<file path="src/rtl/charge_controller_param_if.sv">
// Keypad-to-controller and controller-to-display/relay signal bundle for the
// coin-operated charger. The keypad side is the master and the controller is the slave.
interface charge_controller_param_if #(
  parameter int unsigned MONEY_W = 5,
  parameter int unsigned TIME_W  = 6
);
  logic [3:0]         key_value;
  logic               press;
  logic               no_display;
  logic               timing;
  logic [MONEY_W-1:0] all_money;
  logic [TIME_W-1:0]  remaining_time;
  logic [1:0]         state;
  logic [2:0]         digit_count;
  logic               charge_done;

  modport master (
    output key_value, press,
    input  no_display, timing, all_money, remaining_time, state, digit_count, charge_done
  );

  modport slave (
    input  key_value, press,
    output no_display, timing, all_money, remaining_time, state, digit_count, charge_done
  );
endinterface

</file>
<file path="src/rtl/charge_controller_param.sv">
// Coin-operated charger controller. It takes keypad strobes, accumulates a decimal
// payment, and then counts the charging time down. Every output is registered.
module charge_controller_param #(
  parameter int unsigned TICK_DIV       = 1000,
  parameter int unsigned N_DIGITS       = 2,
  parameter int unsigned MAX_MONEY      = 20,
  parameter int unsigned SEC_PER_UNIT   = 2,
  parameter int unsigned IDLE_TIMEOUT_S = 10,
  parameter int unsigned MONEY_W        = 5,
  parameter int unsigned TIME_W         = 6
) (
  input logic                      clk,
  input logic                      rst_n,
  charge_controller_param_if.slave kbus
);

  typedef enum logic [1:0] {
    S_IDLE   = 2'd0,
    S_READY  = 2'd1,
    S_ENTRY  = 2'd2,
    S_CHARGE = 2'd3
  } state_e;

  localparam logic [3:0] KEY_START   = 4'hA;
  localparam logic [3:0] KEY_CLEAR   = 4'hB;
  localparam logic [3:0] KEY_CONFIRM = 4'hC;
  localparam logic [3:0] KEY_BACK    = 4'hD;

  localparam int unsigned PRESC_W    = (TICK_DIV > 1) ? $clog2(TICK_DIV) : 1;
  localparam int unsigned IDLE_LIMIT = IDLE_TIMEOUT_S * TICK_DIV;
  localparam int unsigned IDLE_W     = (IDLE_LIMIT > 1) ? $clog2(IDLE_LIMIT) : 1;
  localparam int unsigned SUM_W      = MONEY_W + 4;

  localparam logic [PRESC_W-1:0] PRESC_TOP = PRESC_W'(TICK_DIV - 1);
  localparam logic [IDLE_W-1:0]  IDLE_TOP  = IDLE_W'(IDLE_LIMIT - 1);
  localparam logic [2:0]         MAX_DIG   = 3'(N_DIGITS);
  localparam logic [SUM_W-1:0]   SAT_SUM   = SUM_W'(MAX_MONEY);

  state_e               state_q, state_d;
  logic [MONEY_W-1:0]   money_q, money_d;
  logic [2:0]           digits_q, digits_d;
  logic [TIME_W-1:0]    time_q, time_d;
  logic [PRESC_W-1:0]   presc_q, presc_d;
  logic [IDLE_W-1:0]    idle_q, idle_d;
  logic                 no_display_q, no_display_d;
  logic                 timing_q, timing_d;
  logic                 done_q, done_d;

  logic                 key_is_digit;
  logic                 idle_expired;
  logic [SUM_W-1:0]     money_sum;
  logic [MONEY_W-1:0]   money_next_digit;
  logic [MONEY_W-1:0]   money_div10;
  logic [TIME_W-1:0]    time_load;

  // The digit is appended at a width that cannot overflow, and it is clamped
  // only afterwards. Saturation therefore always lands exactly on MAX_MONEY.
  always_comb begin
    key_is_digit     = (kbus.key_value <= 4'd9);
    idle_expired     = (idle_q == IDLE_TOP);
    money_sum        = ({4'd0, money_q} * SUM_W'(10)) + SUM_W'(kbus.key_value);
    money_next_digit = (money_sum > SAT_SUM) ? MONEY_W'(MAX_MONEY) : money_sum[MONEY_W-1:0];
    money_div10      = MONEY_W'({4'd0, money_q} / SUM_W'(10));
    time_load        = TIME_W'(money_q * SEC_PER_UNIT);
  end

  // NOTE: every next-state signal is given its hold value first. With that default
  // no branch can leave a signal unassigned, so no latch is inferred.
  always_comb begin
    state_d  = state_q;
    money_d  = money_q;
    digits_d = digits_q;
    time_d   = time_q;
    presc_d  = presc_q;
    done_d   = 1'b0;

    unique case (state_q)
      S_IDLE: begin
        if (kbus.press && kbus.key_value == KEY_START) begin
          state_d = S_READY;
        end
      end

      S_READY: begin
        if (kbus.press) begin
          if (key_is_digit) begin
            state_d  = S_ENTRY;
            money_d  = money_next_digit;
            digits_d = 3'd1;
          end
        end else if (idle_expired) begin
          state_d = S_IDLE;
          money_d  = '0;
          digits_d = '0;
        end
      end

      S_ENTRY: begin
        if (kbus.press) begin
          if (key_is_digit) begin
            if (digits_q < MAX_DIG) begin
              money_d  = money_next_digit;
              digits_d = digits_q + 3'd1;
            end
          end else begin
            unique case (kbus.key_value)
              KEY_CLEAR: begin
                state_d  = S_READY;
                money_d  = '0;
                digits_d = '0;
              end
              KEY_CONFIRM: begin
                if (money_q != '0) begin
                  state_d = S_CHARGE;
                  time_d  = time_load;
                  presc_d = '0;
                end
              end
              KEY_BACK: begin
                money_d  = money_div10;
                digits_d = digits_q - 3'd1;
                if (digits_q == 3'd1) begin
                  state_d = S_READY;
                end
              end
              default: ;
            endcase
          end
        end else if (idle_expired) begin
          state_d  = S_IDLE;
          money_d  = '0;
          digits_d = '0;
        end
      end

      S_CHARGE: begin
        // Keys are deliberately not decoded here. Only reset can end a charge early.
        if (presc_q == PRESC_TOP) begin
          presc_d = '0;
          time_d  = time_q - TIME_W'(1);
          if (time_q == TIME_W'(1)) begin
            state_d  = S_READY;
            money_d  = '0;
            digits_d = '0;
            done_d   = 1'b1;
          end
        end else begin
          presc_d = presc_q + PRESC_W'(1);
        end
      end

      default: state_d = S_IDLE;
    endcase

    // Any strobe, even one for an ignored key, counts as user activity.
    if (kbus.press || (state_d != state_q) ||
        !((state_q == S_READY) || (state_q == S_ENTRY))) begin
      idle_d = '0;
    end else begin
      idle_d = idle_q + IDLE_W'(1);
    end

    no_display_d = (state_d == S_IDLE);
    timing_d     = (state_d == S_CHARGE);
  end

  // NOTE: the state registers use non-blocking assignments. All flops then sample
  // their _d values from before the edge, whatever order the statements run in.
  always_ff @(posedge clk or negedge rst_n) begin
    if (!rst_n) begin
      state_q      <= S_IDLE;
      money_q      <= '0;
      digits_q     <= '0;
      time_q       <= '0;
      presc_q      <= '0;
      idle_q       <= '0;
      no_display_q <= 1'b1;
      timing_q     <= 1'b0;
      done_q       <= 1'b0;
    end else begin
      state_q      <= state_d;
      money_q      <= money_d;
      digits_q     <= digits_d;
      time_q       <= time_d;
      presc_q      <= presc_d;
      idle_q       <= idle_d;
      no_display_q <= no_display_d;
      timing_q     <= timing_d;
      done_q       <= done_d;
    end
  end

  // The display shows remaining_time only while charging, so it is masked outside CHARGE.
  assign kbus.state          = state_q;
  assign kbus.all_money      = money_q;
  assign kbus.digit_count    = digits_q;
  assign kbus.remaining_time = (state_q == S_CHARGE) ? time_q : '0;
  assign kbus.no_display     = no_display_q;
  assign kbus.timing         = timing_q;
  assign kbus.charge_done    = done_q;

endmodule

</file>
<file path="src/flat_wrapper.sv">
// flat-port wrapper written by rule: the top's interface ports become plain ports
module charge_controller_param_flat 
#(
  parameter int unsigned TICK_DIV       = 1000,
  parameter int unsigned N_DIGITS       = 2,
  parameter int unsigned MAX_MONEY      = 20,
  parameter int unsigned SEC_PER_UNIT   = 2,
  parameter int unsigned IDLE_TIMEOUT_S = 10,
  parameter int unsigned MONEY_W        = 5,
  parameter int unsigned TIME_W         = 6
)
  (clk, rst_n, kbus_key_value, kbus_press, kbus_no_display, kbus_timing, kbus_all_money, kbus_remaining_time, kbus_state, kbus_digit_count, kbus_charge_done);
  charge_controller_param_if #(.MONEY_W(MONEY_W), .TIME_W(TIME_W)) kbus_i ();
  input logic clk;
  input logic rst_n;
  input wire logic [$bits(kbus_i.key_value)-1:0] kbus_key_value;
  input wire logic [$bits(kbus_i.press)-1:0] kbus_press;
  output wire logic [$bits(kbus_i.no_display)-1:0] kbus_no_display;
  output wire logic [$bits(kbus_i.timing)-1:0] kbus_timing;
  output wire logic [$bits(kbus_i.all_money)-1:0] kbus_all_money;
  output wire logic [$bits(kbus_i.remaining_time)-1:0] kbus_remaining_time;
  output wire logic [$bits(kbus_i.state)-1:0] kbus_state;
  output wire logic [$bits(kbus_i.digit_count)-1:0] kbus_digit_count;
  output wire logic [$bits(kbus_i.charge_done)-1:0] kbus_charge_done;
  assign kbus_i.key_value = kbus_key_value;
  assign kbus_i.press = kbus_press;
  assign kbus_no_display = kbus_i.no_display;
  assign kbus_timing = kbus_i.timing;
  assign kbus_all_money = kbus_i.all_money;
  assign kbus_remaining_time = kbus_i.remaining_time;
  assign kbus_state = kbus_i.state;
  assign kbus_digit_count = kbus_i.digit_count;
  assign kbus_charge_done = kbus_i.charge_done;
  charge_controller_param #(.TICK_DIV(TICK_DIV), .N_DIGITS(N_DIGITS), .MAX_MONEY(MAX_MONEY), .SEC_PER_UNIT(SEC_PER_UNIT), .IDLE_TIMEOUT_S(IDLE_TIMEOUT_S), .MONEY_W(MONEY_W), .TIME_W(TIME_W)) u_core (.clk(clk), .rst_n(rst_n), .kbus(kbus_i));
endmodule
</file>
<file path="config.mk">
export PLATFORM = sky130hd
export DESIGN_NAME = charge_controller_param_flat
export DESIGN_NICKNAME = d
export VERILOG_FILES = /design/src/rtl/charge_controller_param_if.sv /design/src/rtl/charge_controller_param.sv /design/src/flat_wrapper.sv
export SDC_FILE = /design/constraint.sdc
export NUM_CORES = 1
export LEC_CHECK = 0
export CORE_MARGIN = 5
export CORE_UTILIZATION = 50
export DETAILED_ROUTE_END_ITERATION = 6
export PLACE_DENSITY = 0.82
export SLEW_MARGIN = 10
export SYNTH_ARGS = -nofsm -noshare
export SYNTH_HDL_FRONTEND = slang
export SYNTH_SLANG_ARGS = --single-unit
</file>
<file path="constraint.sdc">
create_clock -name clk -period 4.1 [get_ports clk]
set_clock_uncertainty 0.2 [all_clocks]
set_input_delay 0.41 -clock clk [delete_from_list [all_inputs] [get_ports clk]]
set_output_delay 0.41 -clock clk [all_outputs]
set_load 0.01 [all_outputs]
</file>
-- Yosys cells after proc, flatten, opt, wreduce, memory -nomap -nowiden
Index checks and enable logic that the tools add are counted.
- add/subtract/negate cells: 6
- multiply operators: 1
- div/mod/pow operators: 1
- order comparisons: 3
- equal/unequal tests: 22
- muxes and demuxes: 50
- reductions and logical operators: 13
- operators by type and width (cell ; count):
    two-way mux 10 bit ; 5
    two-way mux 5 bit ; 9
    two-way mux 6 bit ; 6
    two-way mux 3 bit ; 8
    two-way mux 2 bit ; 10
    case mux 10 bit (2 select lines) ; 1
    == test 4 bit (second input constant) ; 4
    case mux 5 bit (3 select lines) ; 1
    adder 14 x 1 -> 14 bit (second input constant) ; 1
    == test 14 bit (second input constant) ; 1
    two-way mux 14 bit ; 1
    case mux 6 bit (2 select lines) ; 1
    AND reduction 6 bit ; 2
    adder 10 x 1 -> 10 bit (second input constant) ; 1
    == test 10 bit (second input constant) ; 1
    case mux 5 bit (2 select lines) ; 1
    adder 9 x 4 -> 9 bit ; 1
    divider 5 x 4 -> 9 bit (second input constant) ; 1
    greater-than comparator 9 x 5 -> 1 bit (second input constant) ; 1
    case mux 3 bit (3 select lines) ; 1
    multiplier 5 x 3 -> 8 bit (second input constant) ; 1
    case mux 2 bit (4 select lines) ; 1
    == test 2 bit (second input constant) ; 3
    == test 6 x 1 -> 1 bit (second input constant) ; 1
    24 further kinds ; 33
- register bits after elaboration: 43
- bits of input ports: 7
- output and inout bits: 19
- logic and storage cells: 105

-- Longest topological paths before layout
Gate-level depths: netlist of run 1.
- depth in word-level cells: 10
- gate-level depth with buffers: 9
- gate-level depth less buffers: 8

-- Worst setup path after synthesis of run 1
OpenSTA, ideal clock, no wires.
- path type: reg2reg
- from: reg u_core.money_q[1] (netlist: u_core.kbus.all_money[1])
- to: reg u_core.money_q[3] (netlist: u_core.kbus.all_money[3])
- library setup time: 0.078 ns
- arrival time: 2.659 ns
- required time: 3.822 ns
- slack: 1.164 ns
- cell stages (with the launch flop): 9
- buffers on the path: 0
- clock period less this slack: 2.936 ns
- cells stage by stage: dfrtp_1 -> ha_1 -> ha_1 -> fa_1 -> nor3b_1 -> o31a_1 -> or3_1 -> or2_2 -> o2bb2ai_1
- longest elaborated chain between the ends: 8
- elaborated cells on any way between the ends: 12
- classes of those cells: 1 x add/sub; 1 x mul; 1 x div; 1 x order compare; 8 x mux
- ends and longest elaborated chain (item ; line ; text):
    start: declaration ; charge_controller_param.sv:40 ; logic [MONEY_W-1:0] money_q, money_d;
    start signal: assignment ; charge_controller_param.sv:182 ; money_q <= money_d;
    branches (longest 7 deep; another with divider 5 x 4 -> 9 bit) ; - ;
    case mux 5 bit (3 select lines) * ; charge_controller_param.sv:77 ; unique case (state_q)
Every way passes the cells marked *. The select of a mux whose other input is x is not followed.
A chain may end at the register's enable or synchronous reset.

-- Worst setup path in the final report of run 1
- from: reg u_core.state_q[0] (netlist: u_core.kbus.state[0])
- to: reg u_core.idle_q[5]
- longest elaborated chain between the ends: 9
- elaborated cells on any way between the ends: 22
- classes of those cells: 4 x eq/ne; 13 x mux; 5 x reduce/logical
- ends and longest elaborated chain (item ; line ; text):
    start: declaration ; charge_controller_param.sv:39 ; state_e state_q, state_d;
    start signal: assignment ; charge_controller_param.sv:181 ; state_q <= state_d;
    two-way mux 2 bit (on tied branches) ; charge_controller_param.sv:122, charge_controller_param.sv:113 ;
    case mux 2 bit (3 select lines) ; charge_controller_param.sv:106 ; unique case (kbus.key_value)
    two-way mux 2 bit ; charge_controller_param.sv:100 ; if (key_is_digit) begin
    two-way mux 2 bit ; charge_controller_param.sv:99 ; if (kbus.press) begin
    case mux 2 bit (4 select lines) ; charge_controller_param.sv:77 ;
    != test 2 bit ; charge_controller_param.sv:156 ; if (kbus.press || (state_d != state_q) ||
    logical OR 1 bit ; charge_controller_param.sv:156 ;
    logical OR 1 bit * ; charge_controller_param.sv:156 ;
    two-way mux 14 bit * ; charge_controller_param.sv:156 ;
    named net u_core.idle_d[5] ; charge_controller_param.sv:44 ; logic [IDLE_W-1:0] idle_q, idle_d;
    end signal: assignment ; charge_controller_param.sv:186 ; idle_q <= idle_d;
    end: declaration ; charge_controller_param.sv:44 ;
Mark *: on every way through the listed nets, which the timed path passes. The rest lies on a longest branch.

==> impl_metrics.csv, run 1 <==
group,metric,value,unit
critical_path,path_cells,"inv_1, ha_1, nand2_1, a211oi_2, or3_1, o21ai_0, o2111ai_2, nor2_1",
cells_and_area,multiInputGateArea,1784,um2
timing,finalSetupViolations,0,
routing,ant_nets,0,
clock_tree,cts_resized,0,
timing,period_needed,3.157,ns
clock_tree,htreeDepth,2,
floorplan,start_util,0.5091,
critical_path,end_kind,"flop",
run,drv_cap,0,
placed_design,dp_hpwl,4.826,mm
cells_and_area,final_nets,388,
logic_synthesis,synthesis.area,2997,um2
logic_synthesis,yosysMostFrequentCell,"dfrtp_1",
placed_design,dp.cells,426,
floorplan,die-width,87.42,um
grt,grt_pass1_wl,11.85,mm
logic_synthesis,ys_types,67,
clock_tree,holdBufCountCts,0,
critical_path,critPathKind,"flop to flop",
clock_tree,clock_latency,0.29,ns
timing,fin_ws,0.9430,ns
clock_tree,cts_max_path_buffers,2,
grt,grt_max_degree,44,
critical_path,reg2reg_to,"u_core.idle_q[5]",
timing,period_share,0.7700,
critical_path,worstSetupEndpoint,"u_core.idle_q[5]",
routing,wl_per_cell,15.54,um
cells_and_area,design_area,3364,um2
clock_tree,cts_made_buffers,5,
grt,grt_pass1_vias,2583,
power,p_leak,1.372,nW
logic_synthesis,synthCells,338,
logic_synthesis,ys_warn_count,0,
placed_design,place_ws,0.7422,ns
routing,drc,0,
critical_path,r2r_setup_slack,0.94,ns
cells_and_area,fill_cells,544,
floorplan,io_pins,26,
cells_and_area,layout-drive-gt1-share,0.05571,
power,powerDensity,564.6,nW/um2
logic_synthesis,yosysSeqAreaShare,0.3595,
clock_tree,cts_num_sinks,43,
timing,worst_pin_slew,0.9664,ns
status,outcome,"complete, no violations",
logic_synthesis,synth.top_cell.area_share,0.3507,
placed_design,port_buffers,25,
critical_path,critical_path.max_fanout,14,
cells_and_area,area_growth,12.28,%
critical_path,critical_path_required,4.05,ns
timing,tns,0,ns
routing,dr.pass1.iters,4,
timing,slew_violations,0,
logic_synthesis,avgSynthCellArea,8.866,um2
logic_synthesis,yosys_register_bits,43,
floorplan,design.die.area,7641,um2
floorplan,core_area,5886,um2
routing,viasPerCell,5.984,
critical_path,timing.rr.start,"u_core.kbus.state[0]",
clock_tree,cts_tree,"built",
logic_synthesis,yosys-top-cells-area,"dfrtp_1 (35%), ha_1 (8.8%), o21ai_0 (5.3%), nor2_1 (5.1%), nand2_1 (3.0%)",
placed_design,placed_area,3264,um2
grt,grt.overflow.total,0,
timing,whs,0.06927,ns
cells_and_area,stdcell_count,434,
timing,finalHoldViolations,0,
logic_synthesis,synth_ff_type,"dfrtp_1",
routing,routed_wl,6.743,mm
logic_synthesis,synth_commonest_cells,"dfrtp_1 (42), nor2_1 (41), o21ai_0 (32)",
critical_path,cpMaxStageDelayCell,"o2111ai_2",
grt,grt_util_all_layers,0.1910,
critical_path,cp-startpoint,"u_core.kbus.state[0]",
cells_and_area,antenna_cells,0,
critical_path,critical_path_arrival,3.11,ns
placed_design,routabilityCongestion,0.9085,
floorplan,die_y,87.42,um
timing,rsz0062_at_grt,"false",
routing,vias,2597,
critical_path,r2r_cells,8,
routing,drt_first_iter_violations,157,
cells_and_area,final_util,0.5716,
clock_tree,path_clk_slew,0.08,ns
power,ir_drop,0.0004463,V
timing,timing.fmax,316.8,MHz
timing,slew_headroom,0.3557,
logic_synthesis,synth_top_cell_by_area,"dfrtp_1",
logic_synthesis,synthesis.nets,368,
power,total_power,1.899,mW
logic_synthesis,synth_edf_count,0,
critical_path,critPathLaunchType,"flop",
clock_tree,root_buffer,"clkbuf_8",
logic_synthesis,synth-async-reset-ratio,1.000,
floorplan,row_count,28,
clock_tree,cts_setup_buffers,0,
grt,antenna_found_initial,0,
critical_path,crit_path_max_incr_delay,0.58,ns
worst_hold_path,hold_path.class,"primary input to asynchronous set/reset pin",
cells_and_area,seqCellArea,1077,um2
[logic make-up after synthesis]
kind of cell,Yosys count,synth area share
xor gates and xnor gates,14,0.04092
DFF,43,0.3595
buffers and inverters,28,0.04509
AOI/OAI and AO/OA,95,0.2125
adders and majority gates,23,0.1010
and+or+nand+nor,132,0.2309
muxes,3,0.01002
[worst max-delay path, delay by kind of cell, from the launching register on]
family                     cells  cell delay [ns]
buffers and inverters          1             0.18
AOI/OAI and AO/OA              3             1.10
adders and majority gates      1             0.47
DFF                            1             0.50
and+or+nand+nor                3             0.55
[power by group]
group / internal (mW) / switching (mW)
Combinational: 0.432 / 0.517
Clock: 0.154 / 0.143
Sequential: 0.511 / 0.143
[state kept, by name, indices dropped and copies added (netlist names)]
signal                   flops
u_core.kbus.all_money        5
u_core.kbus.state            2
u_core.presc_q              10
u_core.kbus.digit_count      3
u_core.kbus.no_display       1
u_core.kbus.charge_done      1
u_core.time_q                6
u_core.kbus.timing           1
u_core.idle_q               14
[layer usage]
| layer | vias to the layer above | GRT usage | wire length (um) |
|---|---|---|---|
| li1 | 1270 | - | - |
| met4 | 0 | 0.08089 | 165 |
| met2 | 71 | 0.3116 | 3239 |
| met1 | 1240 | 0.2482 | 3077 |
| met5 | - | 0 | 0 |
| met3 | 16 | 0.03311 | 261 |
[how the worst min path moves through the flow]
stage	endpoint	slack (ns)
floorplan	u_core.idle_q[0]	-0.09
global placement	u_core.idle_q[0]	0.24
detailed placement	u_core.idle_q[0]	0.25
CTS	u_core.presc_q[0]	0.1
global route	u_core.presc_q[8]	0.14
finish	u_core.presc_q[0]	0.07
[area by class of cell]
type | count | area share
Multi-Input combinational cell | 267 | 0.5303
Sequential cell | 43 | 0.3202
Timing Repair Buffer | 26 | 0.07512
Clock buffer | 8 | 0.02975
Tap cell | 75 | 0.02789
Inverter | 15 | 0.01673
[cell usage in the layout (no fill, tap or decap), types with 3 or more instances in the layout]
master | synthesis | layout
nand2_1 | 24 | 24
and2_1 | 5 | 5
a21oi_1 | 15 | 15
dfrtp_1 | 42 | 42
nor2_1 | 41 | 41
o22ai_1 | 6 | 6
nand3_1 | 17 | 17
nor3b_1 | 3 | 3
inv_1 | 14 | 14
clkdlybuf4s50_1 | 0 | 24
xnor2_1 | 10 | 10
o21a_1 | 3 | 3
and3_1 | 8 | 8
nor3_1 | 3 | 3
o21ai_0 | 32 | 32
nor2b_1 | 5 | 5
a22o_1 | 3 | 3
nand2b_1 | 3 | 3
a21o_1 | 3 | 3
mux2i_1 | 3 | 3
o31ai_1 | 4 | 4
clkbuf_8 | 1 | 7
ha_1 | 21 | 21
xor2_1 | 4 | 4
nand4_1 | 3 | 3
o2bb2ai_1 | 5 | 5
Power figures use the tool's default switching activity.
==> run 2: changes to the inputs <==
PLACE_DENSITY = 0.84   (was 0.82)
clock period = 2.9 ns   (was 4.1 ns; I/O delays follow)
==> run 2 against run 1 <==
Global-route usage is 0.56 points higher. Final cell count increased by 4.1%. Worst setup slack got worse by 0.83 ns. Fmax rose by 13%. Sequential share of layout area shrank 1.3 points. Non-clock buffer count increased by 18. Combinational power rose by 68%. Final area increased by 4.4%. Via count grew 4.8%. Sequential cell count unchanged. Sequential power increased by 31%.
==> impl_metrics.csv, run 2 (synthesis results as in run 1) <==
group,metric,value,unit
routing,dr.pass1.iters,5,
placed_design,routabilityCongestion,0.8778,
routing,routed_wl,6.994,mm
cells_and_area,antenna_cells,0,
critical_path,r2r_setup_slack,0.11,ns
timing,timing.fmax,359.0,MHz
critical_path,cp-startpoint,"u_core.kbus.all_money[1]",
routing,ant_nets,0,
floorplan,row_count,28,
critical_path,timing.rr.start,"u_core.kbus.all_money[1]",
cells_and_area,design_area,3512,um2
routing,routed-wl-met3,331,um
clock_tree,path_clk_slew,0.09,ns
routing,top_layer_used,"met4",
power,p_int,1.617,mW
floorplan,die-width,87.42,um
clock_tree,cts_num_sinks,43,
clock_tree,cts_made_buffers,5,
cells_and_area,layout-drive-gt1-share,0.1141,
timing,worst_pin_slew,0.9434,ns
cells_and_area,final_nets,406,
clock_tree,cts_max_path_buffers,2,
clock_tree,cts_tree,"built",
grt,antenna_found_initial,0,
floorplan,start_util,0.5091,
worst_hold_path,holdPathStages,1,
timing,finalSetupViolations,0,
worst_hold_path,hold_path.class,"flop to flop",
routing,viasPerCell,6.020,
critical_path,end_kind,"flop",
cells_and_area,mostFrequentLayoutCell,"nor2_1",
critical_path,r2r_cells,8,
critical_path,critical_path_required,2.94,ns
worst_hold_path,whs_endpoint,"u_core.idle_q[0]",
critical_path,critPathKind,"flop to flop",
status,outcome,"complete, no violations",
routing,drc,0,
grt,grt.overflow.total,0,
power,p_leak,1.444,nW
cells_and_area,top_register,"u_core.idle_q",
timing,slew_violations,0,
power,power.switching,1.209,mW
placed_design,placed_area,3386,um2
critical_path,critPathLaunchType,"flop",
cells_and_area,largest_register_ffs,14,
routing,wl_met2,3.378,mm
cells_and_area,reg_top3,"u_core.idle_q (14), u_core.presc_q (10), u_core.time_q (6)",
grt,grt_pass1_vias,2661,
power,pwr-share-seq,0.304,
power,power_frac_comb,0.561,
floorplan,core_area,5886,um2
grt,grt_max_degree,44,
clock_tree,root_buffer,"clkbuf_8",
floorplan,io_pins,26,
placed_design,port_buffers,25,
clock_tree,clock_latency,0.30,ns
grt,grt_util_all_layers,0.1966,
cells_and_area,most-common-layout-cells,"nor2_1 (41), dfrtp_1 (40), o21ai_0 (31)",
routing,met1_length,3.050,mm
timing,finalHoldViolations,0,
timing,fin_ws,0.1143,ns
power,ir_drop,0.0008494,V
floorplan,die_y,87.42,um
critical_path,critical_path_arrival,2.82,ns
cells_and_area,area_growth,17.20,%
worst_hold_path,worstHoldStart,"u_core.idle_q[0]",
run,drv_cap,0,
critical_path,critical_path.max_fanout,5,
routing,wl_per_cell,15.47,um
floorplan,design.die.area,7641,um2
power,pwr-share-clk,0.135,
routing,drt_first_iter_violations,176,
timing,period_share,0.9606,
placed_design,dp_hpwl,5.121,mm
routing,vias,2721,
power,powerDensity,804.7,nW/um2
power,netSwitchingFraction,0.4277,
clock_tree,htreeDepth,2,
timing,period_needed,2.786,ns
placed_design,place_ws,-0.1333,ns
timing,rsz0062_at_grt,"false",
timing,slew_headroom,0.3711,
critical_path,reg2reg_to,"u_core.kbus.all_money[3]",
grt,grt_pass1_wl,12.03,mm
cells_and_area,final_util,0.5967,
run 2: changes by cell type in the layout (fill, tap and decap cells not counted), moves of 2 or more:
| cell | before | now |
|---|---|---|
| dfrtp_2 | 0 | 2 |
| ha_1 | 21 | 18 |
| ha_2 | 0 | 2 |
| clkbuf_8 | 7 | 5 |
| buf_4 | 1 | 18 |
| dfrtp_1 | 42 | 40 |
run 2: power groups by stage:
| stage | clock, mW | combinational, mW | sequential [mW] |
|---|---|---|---|
| floorplan | 0 | 0.940 | 0.905 |
| global placement | 0 | 1.46 | 0.853 |
| detailed placement | 0 | 1.53 | 0.860 |
| CTS | 0.387 | 1.56 | 0.853 |
| global route | 0.410 | 1.76 | 0.878 |
| finish | 0.381 | 1.59 | 0.859 |
run 2: critical path, cell delays in order, from the launching register on:
cell       delay, ns
dfrtp_2         0.44
ha_4            0.25
ha_2            0.19
fa_1            0.55
nor3b_1         0.06
o31a_1          0.27
or3_4           0.36
or2_2           0.29
o2bb2ai_1       0.12
run 2: what timing repair did:
item / CTS / global route
endpoints found under the hold margin: 42 / 0
setup endpoints to repair: 1 / 1
hold buffers: 1 / 0
buffers inserted: 1 / 0
gates resized for setup: 4 / 2
pin swaps: 2 / 2
run 2: how the worst max path moves through the flow:
stage                                     endpoint  cells after the start
after CTS                 u_core.kbus.all_money[3]                      8
after floorplan           u_core.kbus.all_money[3]                      8
final                     u_core.kbus.all_money[3]                      8
after global placement    u_core.kbus.all_money[3]                      9
after detailed placement  u_core.kbus.all_money[3]                      9
after global routing      u_core.kbus.all_money[3]                      8
run 2: area by class of cell:
class / count / area (um2)
fill: 514 / 2374
multi-input combinational: 267 / 1807
sequential: 43 / 1080
timing repair buffer: 44 / 390.4
tap: 75 / 93.84
clock buffer: 6 / 72.57
inverter: 15 / 56.30
clock inverter: 2 / 12.51
run 2: per-stage QoR:
step	total power, mW	TNS [ns]	instances	hold slack, ns
floorplan	1.845	0	338	-0.2056
global placement	2.312	-0.04747	442	0.2394
detailed placement	2.389	-0.2065	442	0.2539
CTS	2.802	0	452	0.2641
global route	3.046	0	452	0.2944
finish	2.826	0	452	0.2642
run 2: metal layers:
metal	vias up	global-route usage
met5	-	0
met4	0	0.1102
met3	29	0.03217
met2	100	0.3164
met1	1288	0.2494
li1	1304	-
==> run 3: changes to the inputs <==
GPL_TIMING_DRIVEN = 0   (was not set)
==> run 3 against run 2 <==
Die area is the same. Critical path type unchanged. Wire length shrank 1.2%. Sequential share of layout area grew 0.098 points. Clock-buffer cell count is the same. Combinational power shrank 8%. Final area grew 0.14%. Clock power grew 2%. Sequential power grew 6.2%. Fmax grew 0.26%.
==> impl_metrics.csv, run 3 (synthesis results as in run 1) <==
group,metric,value,unit
cells_and_area,design_area,3517,um2
critical_path,critical_path.max_fanout,7,
routing,vias,2691,
clock_tree,cts_tree,"built",
routing,drc,0,
critical_path,critPathKind,"flop to flop",
cells_and_area,area_growth,17.37,%
placed_design,place_ws,-0.3524,ns
cells_and_area,mostFrequentLayoutCell,"nor2_1",
timing,tns,0,ns
timing,rsz0062_at_grt,"false",
placed_design,port_buffers,25,
critical_path,reg2reg_to,"u_core.kbus.all_money[3]",
routing,routed_wl,6.912,mm
clock_tree,cts_num_sinks,43,
timing,finalHoldViolations,0,
placed_design,routabilityCongestion,0.9111,
clock_tree,clock_latency,0.30,ns
grt,grt.overflow.total,0,
timing,slew_headroom,0.6538,
routing,dr.pass1.iters,5,
routing,wl_per_cell,15.36,um
critical_path,end_kind,"flop",
timing,period_share,0.9581,
cells_and_area,layout-drive-gt1-share,0.1120,
timing,timing.fmax,359.9,MHz
floorplan,io_pins,26,
routing,viasPerCell,5.980,
grt,grt_pass1_wl,12.10,mm
grt,grt_pass1_vias,2699,
placed_design,placed_area,3357,um2
timing,period_needed,2.779,ns
power,p_leak,1.430,nW
cells_and_area,antenna_cells,0,
cells_and_area,reg_top3,"u_core.idle_q (14), u_core.presc_q (10), u_core.time_q (6)",
floorplan,die-width,87.42,um
cells_and_area,most-common-layout-cells,"nor2_1 (41), dfrtp_1 (36), o21ai_0 (31)",
cells_and_area,final_nets,404,
floorplan,start_util,0.5091,
critical_path,critical_path_required,2.93,ns
floorplan,design.die.area,7641,um2
run,drv_cap,0,
grt,grt_max_degree,37,
grt,grt_util_all_layers,0.1935,
clock_tree,root_buffer,"clkbuf_8",
power,powerDensity,787.7,nW/um2
clock_tree,cts_made_buffers,5,
timing,whs,0.1738,ns
status,outcome,"complete, no violations",
floorplan,core_area,5886,um2
critical_path,critical_path_arrival,2.81,ns
clock_tree,htreeDepth,2,
timing,finalSetupViolations,0,
critical_path,timing.rr.start,"u_core.kbus.all_money[0]",
power,ir_drop,0.0005910,V
critical_path,r2r_setup_slack,0.12,ns
timing,slew_violations,0,
routing,drt_first_iter_violations,229,
timing,fin_ws,0.1214,ns
clock_tree,cts_max_path_buffers,2,
clock_tree,path_clk_slew,0.09,ns
floorplan,die_y,87.42,um
critical_path,critPathLaunchType,"flop",
critical_path,r2r_cells,8,
worst_hold_path,hold_path.class,"primary input to asynchronous set/reset pin",
timing,worst_pin_slew,0.5125,ns
placed_design,dp_hpwl,5.008,mm
cells_and_area,fill_cells,517,
grt,antenna_found_initial,0,
floorplan,row_count,28,
cells_and_area,largest_register_ffs,14,
cells_and_area,top_register,"u_core.idle_q",
routing,ant_nets,0,
run 3: cell types whose count changed in the layout (fill, tap and decap cells not counted), sizes merged:
cell,delta
buf,-7
clkbuf,+5
clkdlybuf4s50,-1
dlymetal6s2s,+1
run 3: area by class of cell:
| class | count | area, um2 | share of cell area |
|---|---|---|---|
| Tap cell | 75 | 93.84 | 0.02668 |
| Buffer | 13 | 78.83 | 0.02241 |
| Sequential cell | 43 | 1085 | 0.3084 |
| Timing Repair Buffer | 29 | 292.8 | 0.08324 |
| Inverter | 15 | 56.30 | 0.01601 |
| Clock inverter | 2 | 12.51 | 0.003557 |
| Multi-Input combinational cell | 267 | 1826 | 0.5190 |
| Clock buffer | 6 | 72.57 | 0.02063 |
run 3: where the power goes:
part	internal [mW]	total [mW]	switching (mW)	leakage (nW)
clock	0.169	0.389	0.220	0.0412
combinational	0.684	1.47	0.786	0.823
sequential	0.731	0.912	0.181	0.565
run 3: repair_timing:
action                                 in CTS  in global routing
pin swaps                                   2                  3
hold buffers                                1                  0
setup endpoints to repair                   3                 12
setup buffers                               2                  0
resized for setup                           4                  9
endpoints found under the hold margin      42                  0
run 3: how the worst max path moves through the flow:
stage	slack (ns)	endpoint	startpoint
floorplan	0.01	u_core.kbus.all_money[3]	u_core.kbus.all_money[1]
global placement	-0.33	u_core.kbus.all_money[3]	kbus_key_value[1]
detailed placement	-0.35	u_core.kbus.all_money[3]	kbus_key_value[1]
CTS	0.05	u_core.kbus.all_money[3]	u_core.kbus.all_money[1]
global route	0.01	u_core.kbus.all_money[3]	u_core.kbus.all_money[2]
finish	0.12	u_core.kbus.all_money[3]	u_core.kbus.all_money[0]
run 3: through the flow:
| stage | power [mW] | std cells | util |
|---|---|---|---|
| finish | 2.771 | 450 | 0.5976 |
| global route | 3.013 | 450 | 0.5976 |
| CTS | 2.717 | 450 | 0.5908 |
| detailed placement | 2.282 | 439 | 0.5704 |
| global placement | 2.220 | 438 | 0.5678 |
| floorplan | 1.845 | 338 | - |
run 3: worst max-delay path: stages, from the launching register on:
cell,delay (ns)
dfrtp_2,0.48
ha_2,0.21
ha_2,0.19
fa_1,0.52
nor3b_1,0.07
o31a_1,0.28
or3_4,0.36
or2_2,0.29
o2bb2ai_2,0.11
run 3: layer usage:
metal / wire, um / vias up / track usage
li1: - / 1300 / -
met1: 3055 / 1310 / 0.2516
met2: 3490 / 69 / 0.3247
met3: 234 / 12 / 0.02649
met4: 131 / 0 / 0.07392
met5: 0 / - / 0
